==> src/rtl/spi_pkg.sv <==
// rtl/spi_pkg.sv - shared defaults, underrun fill word and transmit state type
package spi_pkg;

    localparam int          DATA_W_DEF      = 16;
    localparam int          FRAME_WORDS_DEF = 2;
    localparam logic [31:0] UNDERRUN_FILL   = 32'h0000_0000;

    typedef enum logic {
        ST_IDLE   = 1'b0,
        ST_ACTIVE = 1'b1
    } tx_state_e;

endpackage

==> src/rtl/spi_sample_tx_if.sv <==
// rtl/spi_sample_tx_if.sv - sample stream handshake bundle feeding spi_sample_tx
interface spi_sample_tx_if #(
    parameter int DATA_W = spi_pkg::DATA_W_DEF
);

    logic              valid;
    logic              ready;
    logic [DATA_W-1:0] data;
    logic              last;

    modport master (output valid, data, last, input ready);
    modport slave  (input valid, data, last, output ready);

endinterface

==> src/rtl/spi_sample_tx_sync_edge.sv <==
// rtl/spi_sample_tx_sync_edge.sv - 2-FF synchronizer with registered edge detect
module sync_edge #(
    parameter logic RESET_VAL = 1'b0
) (
    input  logic clk,
    input  logic rst,
    input  logic async_in,
    output logic level,
    output logic rise,
    output logic fall
);

    logic meta_q, meta_d;
    logic sync_q, sync_d;
    logic prev_q, prev_d;

    always_comb begin
        meta_d = async_in;
        sync_d = meta_q;
        prev_d = sync_q;
    end

    // Reset value chosen per line so a released reset never fakes an edge.
    always_ff @(posedge clk) begin
        if (rst) begin
            meta_q <= RESET_VAL;
            sync_q <= RESET_VAL;
            prev_q <= RESET_VAL;
        end else begin
            meta_q <= meta_d;
            sync_q <= sync_d;
            prev_q <= prev_d;
        end
    end

    assign level = sync_q;
    assign rise  = sync_q & ~prev_q;
    assign fall  = ~sync_q & prev_q;

endmodule

==> src/rtl/spi_sample_tx.sv <==
// rtl/spi_sample_tx.sv - stream-to-SPI-slave transmitter: capture, pending, mode-0 shifter
module spi_sample_tx
    import spi_pkg::*;
#(
    parameter int DATA_W      = DATA_W_DEF,
    parameter int FRAME_WORDS = FRAME_WORDS_DEF
) (
    input  logic           clk,
    input  logic           rst,
    spi_sample_tx_if.slave s,
    input  logic           sck,
    input  logic           cs_n,
    output logic           miso,
    output logic           miso_oe,
    output logic           underrun,
    output logic           sync_err
);

    localparam int SHIFT_W = DATA_W * FRAME_WORDS;
    localparam int CNT_W   = $clog2(FRAME_WORDS + 1);

    logic [SHIFT_W-1:0] capture_q, capture_d;
    logic [SHIFT_W-1:0] pend_q, pend_d;
    logic [SHIFT_W-1:0] shift_q, shift_d;
    logic [CNT_W-1:0]   count_q, count_d;
    logic [CNT_W-1:0]   count_inc;
    logic               cap_full_q, cap_full_d;
    logic               pend_valid_q, pend_valid_d;
    logic               underrun_q, underrun_d;
    logic               sync_err_q, sync_err_d;
    tx_state_e          state_q, state_d;

    logic               ready_int;
    logic               accept;
    logic               load_shift;
    logic               sck_level, sck_rise, sck_fall;
    logic               cs_level, cs_rise, cs_fall;
    logic               unused_sync;

    sync_edge #(.RESET_VAL(1'b0)) u_sck_sync (
        .clk      (clk),
        .rst      (rst),
        .async_in (sck),
        .level    (sck_level),
        .rise     (sck_rise),
        .fall     (sck_fall)
    );

    sync_edge #(.RESET_VAL(1'b1)) u_cs_sync (
        .clk      (clk),
        .rst      (rst),
        .async_in (cs_n),
        .level    (cs_level),
        .rise     (cs_rise),
        .fall     (cs_fall)
    );

    assign unused_sync = ^{sck_level, sck_rise, cs_level};

    assign ready_int = ~rst & ~cap_full_q;
    assign accept    = s.valid & ready_int;
    assign s.ready   = ready_int;
    assign load_shift = (state_q == ST_IDLE) && cs_fall;

    always_comb begin
        capture_d    = capture_q;
        pend_d       = pend_q;
        shift_d      = shift_q;
        count_d      = count_q;
        cap_full_d   = cap_full_q;
        pend_valid_d = pend_valid_q;
        underrun_d   = 1'b0;
        sync_err_d   = 1'b0;
        state_d      = state_q;
        count_inc    = count_q + 1'b1;

        // Beats enter at the bottom, so the first beat ends up in the top word.
        if (accept) begin
            if (s.last && (count_inc == CNT_W'(FRAME_WORDS))) begin
                capture_d  = SHIFT_W'({capture_q, s.data});
                cap_full_d = 1'b1;
                count_d    = '0;
            end else if (s.last || (count_inc == CNT_W'(FRAME_WORDS))) begin
                capture_d  = '0;
                count_d    = '0;
                sync_err_d = 1'b1;
            end else begin
                capture_d  = SHIFT_W'({capture_q, s.data});
                count_d    = count_inc;
            end
        end

        case (state_q)
            ST_IDLE: begin
                if (cs_fall) begin
                    state_d      = ST_ACTIVE;
                    pend_valid_d = 1'b0;
                    if (pend_valid_q) begin
                        shift_d = pend_q;
                    end else begin
                        shift_d    = SHIFT_W'(UNDERRUN_FILL);
                        underrun_d = 1'b1;
                    end
                end
            end
            ST_ACTIVE: begin
                if (cs_rise) begin
                    state_d = ST_IDLE;
                    shift_d = '0;
                end else if (sck_fall) begin
                    shift_d = shift_q << 1;
                end
            end
            default: state_d = ST_IDLE;
        endcase

        // A frame loaded into the shifter this cycle frees pending for the waiting capture.
        if (cap_full_q && (!pend_valid_q || load_shift)) begin
            pend_d       = capture_q;
            pend_valid_d = 1'b1;
            cap_full_d   = 1'b0;
        end
    end

    always_ff @(posedge clk) begin
        if (rst) begin
            capture_q    <= '0;
            pend_q       <= '0;
            shift_q      <= '0;
            count_q      <= '0;
            cap_full_q   <= 1'b0;
            pend_valid_q <= 1'b0;
            underrun_q   <= 1'b0;
            sync_err_q   <= 1'b0;
            state_q      <= ST_IDLE;
        end else begin
            capture_q    <= capture_d;
            pend_q       <= pend_d;
            shift_q      <= shift_d;
            count_q      <= count_d;
            cap_full_q   <= cap_full_d;
            pend_valid_q <= pend_valid_d;
            underrun_q   <= underrun_d;
            sync_err_q   <= sync_err_d;
            state_q      <= state_d;
        end
    end

    assign miso_oe  = (state_q == ST_ACTIVE);
    assign miso     = miso_oe & shift_q[SHIFT_W-1];
    assign underrun = underrun_q;
    assign sync_err = sync_err_q;

endmodule

==> src/flat_wrapper.sv <==
// flat-port wrapper written by rule: the top's interface ports become plain ports
module spi_sample_tx_flat import spi_pkg::*;
#(
    parameter int DATA_W      = DATA_W_DEF,
    parameter int FRAME_WORDS = FRAME_WORDS_DEF
)
  (clk, rst, sck, cs_n, miso, miso_oe, underrun, sync_err, s_valid, s_data, s_last, s_ready);
  spi_sample_tx_if #(.DATA_W(DATA_W)) s_i ();
  input  logic clk;
  input  logic rst;
  input  logic sck;
  input  logic cs_n;
  output logic miso;
  output logic miso_oe;
  output logic underrun;
  output logic sync_err;
  input wire logic [$bits(s_i.valid)-1:0] s_valid;
  input wire logic [$bits(s_i.data)-1:0] s_data;
  input wire logic [$bits(s_i.last)-1:0] s_last;
  output wire logic [$bits(s_i.ready)-1:0] s_ready;
  assign s_i.valid = s_valid;
  assign s_i.data = s_data;
  assign s_i.last = s_last;
  assign s_ready = s_i.ready;
  spi_sample_tx #(.DATA_W(DATA_W), .FRAME_WORDS(FRAME_WORDS)) u_core (.clk(clk), .rst(rst), .s(s_i), .sck(sck), .cs_n(cs_n), .miso(miso), .miso_oe(miso_oe), .underrun(underrun), .sync_err(sync_err));
endmodule
==> config.mk <==
export PLATFORM = sky130hd
export DESIGN_NAME = spi_sample_tx_flat
export DESIGN_NICKNAME = d
export VERILOG_FILES = /design/src/rtl/spi_pkg.sv /design/src/rtl/spi_sample_tx_if.sv /design/src/rtl/spi_sample_tx_sync_edge.sv /design/src/rtl/spi_sample_tx.sv /design/src/flat_wrapper.sv
export SDC_FILE = /design/constraint.sdc
export NUM_CORES = 1
export LEC_CHECK = 0
export ABC_AREA = 1
export ABC_CLOCK_PERIOD_IN_PS = 1300
export CORE_ASPECT_RATIO = 0.75
export CORE_MARGIN = 2
export CORE_UTILIZATION = 59
export DETAILED_ROUTE_END_ITERATION = 6
export PLACE_DENSITY = 0.79
export SYNTH_ARGS = -nofsm -noshare
export SYNTH_HDL_FRONTEND = slang
export SYNTH_SLANG_ARGS = --single-unit
==> constraint.sdc <==
create_clock -name clk -period 1.3 [get_ports clk]
set_input_delay 0.26 -clock clk [delete_from_list [all_inputs] [get_ports clk]]
set_output_delay 0.26 -clock clk [all_outputs]
set_load 0.01 [all_outputs]
==> summary.md <==
| Metric | Value |
|---|---|
| Largest net degree at the start of global routing | `38` |
| Synth warn | `0` |
| PD cells | `around 1200 mW/mm^2` |
| Setup_tns | `-838.2 ps` |
| Maxcap violations | `0` |
| Final Cycle Share | `1.055` |
| Tightest Hold Check Type | `in -> reg` |
| Top layer in use | `met4` |
| Worst slew margin | `0.7507` |
| Area grow syn2layout | `24.95%` |
| Crit path max-delay cell type | `dfxtp_4` |
| Share of flip-flops with an asynchronous set or reset | `0` |
| Total number of vias | `around 4,500` |
| Most common library cells after synthesis | `nor2_1, nand2_1, dfxtp_1` |
| CTS root buf | `clkbuf_8` |
| Worst-case vdd ir drop | `around 0.00064 V` |
| First-pass GRT wire length | `18,350 um` |
| Gate Count Post-Synth | `between 600 and 700` |
| Routability Congestion | `between 0.8 and 0.9` |
| Min-delay src | `rst` |
| Setup crit end kind | `flop` |
| Die area | `about 0.0089 mm^2` |
| Startpoint types | `flop` |
| Largest fanout on the critical path | `9` |
| Dpl ws | `-415.2 ps` |
| Number of diodes | `0` |
| FMAX | `729.0 MHz` |
| Post-route design area | `0.006003 mm^2` |
| Initial antenna violation count | `0` |
| DR WL met2 | `approximately 6000 um` |
| CTS max path bufs | `2` |
| Final setup vio count | `35` |
| Yosys cell types | `27` |
| Fin. max-slew vios | `0` |
| Synthesized area | `~0.0048 mm^2` |
| Critical Path RT | `~1600 ps` |
| Final net count | `around 740` |
| Crit-path cells | `buf_4 -> clkinv_4 -> nand3_4 -> nand2_8 -> buf_6 -> buf_12 -> nand3b_1 -> nand2_1 -> nor2_1` |
| Placed cell areas | `between 0.005 and 0.006 mm^2` |
| Hold Path Stages | `3` |
| WL met1 | `5459 um` |
| Setup ws final | `-71.75 ps` |
| Die H | `around 82 um` |
| Critical path class | `reg -> reg` |
| Router iterations before antenna repair | `5` |
| Worst reg2reg path startpoint | `u_core.miso_oe` |
| Yosys reg bits | `between 100 and 150` |
| Residual DRC | `0` |
| Seq/Total Area, Yosys | `0.4542` |
| Status | `finished, violations left` |
| Antenna viol nets, final | `0` |
| Yosys top cell area share | `0.4542` |
| Final min period | `1372 ps` |
| Num CTS Buffers | `9` |
| Predominant post-synthesis flop cell | `dfxtp_1` |
| Core area | `between 0.007 and 0.008 mm^2` |
| Final number of hold-violating endpoints | `0` |
| Violated checks | `setup timing` |
| Leak | `between 2 and 3 nW` |
| Clk_skew | `10.43 ps` |
| Syn nets | `about 700` |
| Die Wd | `approximately 110 um` |
| CTS tree | `yes` |
| Initial Util | `0.6095` |
| Vias in the first global route | `around 4,100` |
| Synth area leaders | `dfxtp_1, nor2_1, nand2_1` |
| Tot Pwr | `7.093 mW` |
| Avg Vias per Cell | `around 5.5` |
| Syn_area_per_cell | `just over 7 um^2` |
| Reg2reg path depth | `9` |
| Post-DP HPWL | `approximately 6800 um` |
| Post-synth top area cell | `dfxtp_1` |
| Worst Tran Pin Value | `between 300 and 400 ps` |
| Flop2flop setup slack | `-70 ps` |
| Layout cell share with drive strength beyond 1 | `0.1706` |
| Clock sinks | `about 110` |
| IO Pins | `27` |
| Post-synth EDFFs | `0` |
| Num rows | `28` |
| Gr usage total | `0.2639` |
| Hold Path Sink | `u_core.pend_valid_q` |
| Most frequent cell after synthesis | `nor2_1` |
| Metal3 WL | `about 860 um` |
| Worst-path clk slew | `approximately 90 ps` |
| Routed len/inst | `between 15 and 20 um` |
| Port bufs | `26` |
| DRT Wirelength | `12,720 um` |
| RSZ-0062 raised after global routing | `yes` |
| Number of DRC markers in iteration 0 | `approximately 370` |
| Worst EP arrival | `1650 ps` |
| Clk_lat worst skew | `between 300 and 400 ps` |
| FF-to-FF End | `u_core.pend_q[27]` |
| Grt ovf | `0` |
| Critical path's largest stage delay | `roughly 370 ps` |
| CTS H-tree depth | `3` |
## how the worst max path moves through the flow
| stage | startpoint | slack [ps] | to |
|---|---|---|---|
| floorplan | u_core.miso_oe | 90 | miso |
| global placement | rst | -350 | u_core.count_q[1] |
| detailed placement | rst | -420 | u_core.capture_q[19] |
| CTS | u_core.miso_oe | -90 | miso |
| global route | u_core.miso_oe | -140 | u_core.pend_q[9] |
| finish | u_core.miso_oe | -70 | u_core.pend_q[27] |
## metrics by stage
stage | instances | util | hold WS [ps]
floorplan | 680 | - | 361.5
CTS | 807 | 0.7046 | 384.5
finish | 820 | 0.7616 | 301.2
global route | 820 | 0.7616 | 319.8
global placement | 784 | 0.6595 | 394.5
detailed placement | 784 | 0.6595 | 397.3
## where the power goes
part	switching (mW)	internal (mW)	total, mW
clock	1.07	1.07	2.14
sequential	0.163	3.56	3.73
combinational	0.656	0.569	1.22
total	1.89	5.20	7.09
## area by class of cell
type | instances | area (um^2)
repair buffers | 71 | 898.4
multi-input cells | 478 | 2416
fillers | 587 | 1879
flip-flops and latches | 109 | 2191
inverters | 43 | 171.4
clock inverters | 2 | 60.06
clock buffers | 12 | 135.1
well taps | 105 | 131.4
## sequential cells by signal, indices dropped and copies added, names as in the netlist
name,count
u_core.underrun,1
u_core.count_q,2
u_core.capture_q,32
u_core.u_sck_sync.meta_q,1
u_core.pend_q,32
u_core.sync_err,1
u_core.u_cs_sync.prev_q,1
u_core.u_cs_sync.level,1
u_core.u_sck_sync.level,1
u_core.shift_q,32
u_core.miso_oe,1
u_core.u_sck_sync.prev_q,1
u_core.u_cs_sync.meta_q,1
u_core.cap_full_q,1
u_core.pend_valid_q,1
## timing repair
action	in CTS	in global routing
buffers inserted	6	3
hold endpoints to repair	0	0
hold buffers	0	0
endpoints found under the setup margin	101	96
gates cloned	3	11
resized for setup	24	64
pin swaps	1	11
## metal layers
layer,up-vias,track usage
met5,-,0
met4,0,0.1051
met3,33,0.06279
met2,188,0.4591
met1,2083,0.3201
li1,2206,-
## cells by family after synthesis
family                     synth area share
and+or+nand+nor                      0.3682
DFF                                  0.4542
buffers and inverters               0.09349
AOI/OAI and AO/OA                   0.07812
xor gates and xnor gates           0.003386
adders and majority gates          0.002604
## cell usage in the layout, fill, tap and decap left out, drive strengths merged, types with 2 or more instances in the layout
master | netlist | routed
a21oi | 67 | 67
buf | 42 | 41
bufinv | 0 | 2
clkbuf | 8 | 19
clkdlybuf4s50 | 0 | 20
dfxtp | 109 | 109
dlygate4sd2 | 0 | 2
inv | 42 | 42
nand2 | 137 | 137
nand3 | 67 | 67
nand3b | 32 | 32
nor2 | 164 | 164
nor3 | 2 | 2
o21ai | 2 | 2
o31ai | 2 | 2
or2 | 2 | 2
## worst max-delay path: cells and delay by family (launching register included)
kind          cells  cell delay [ps]
simple gates      5              470
buf+inv           4              440
flops             1              370
Note: power is estimated with default switching activity, not from simulation.
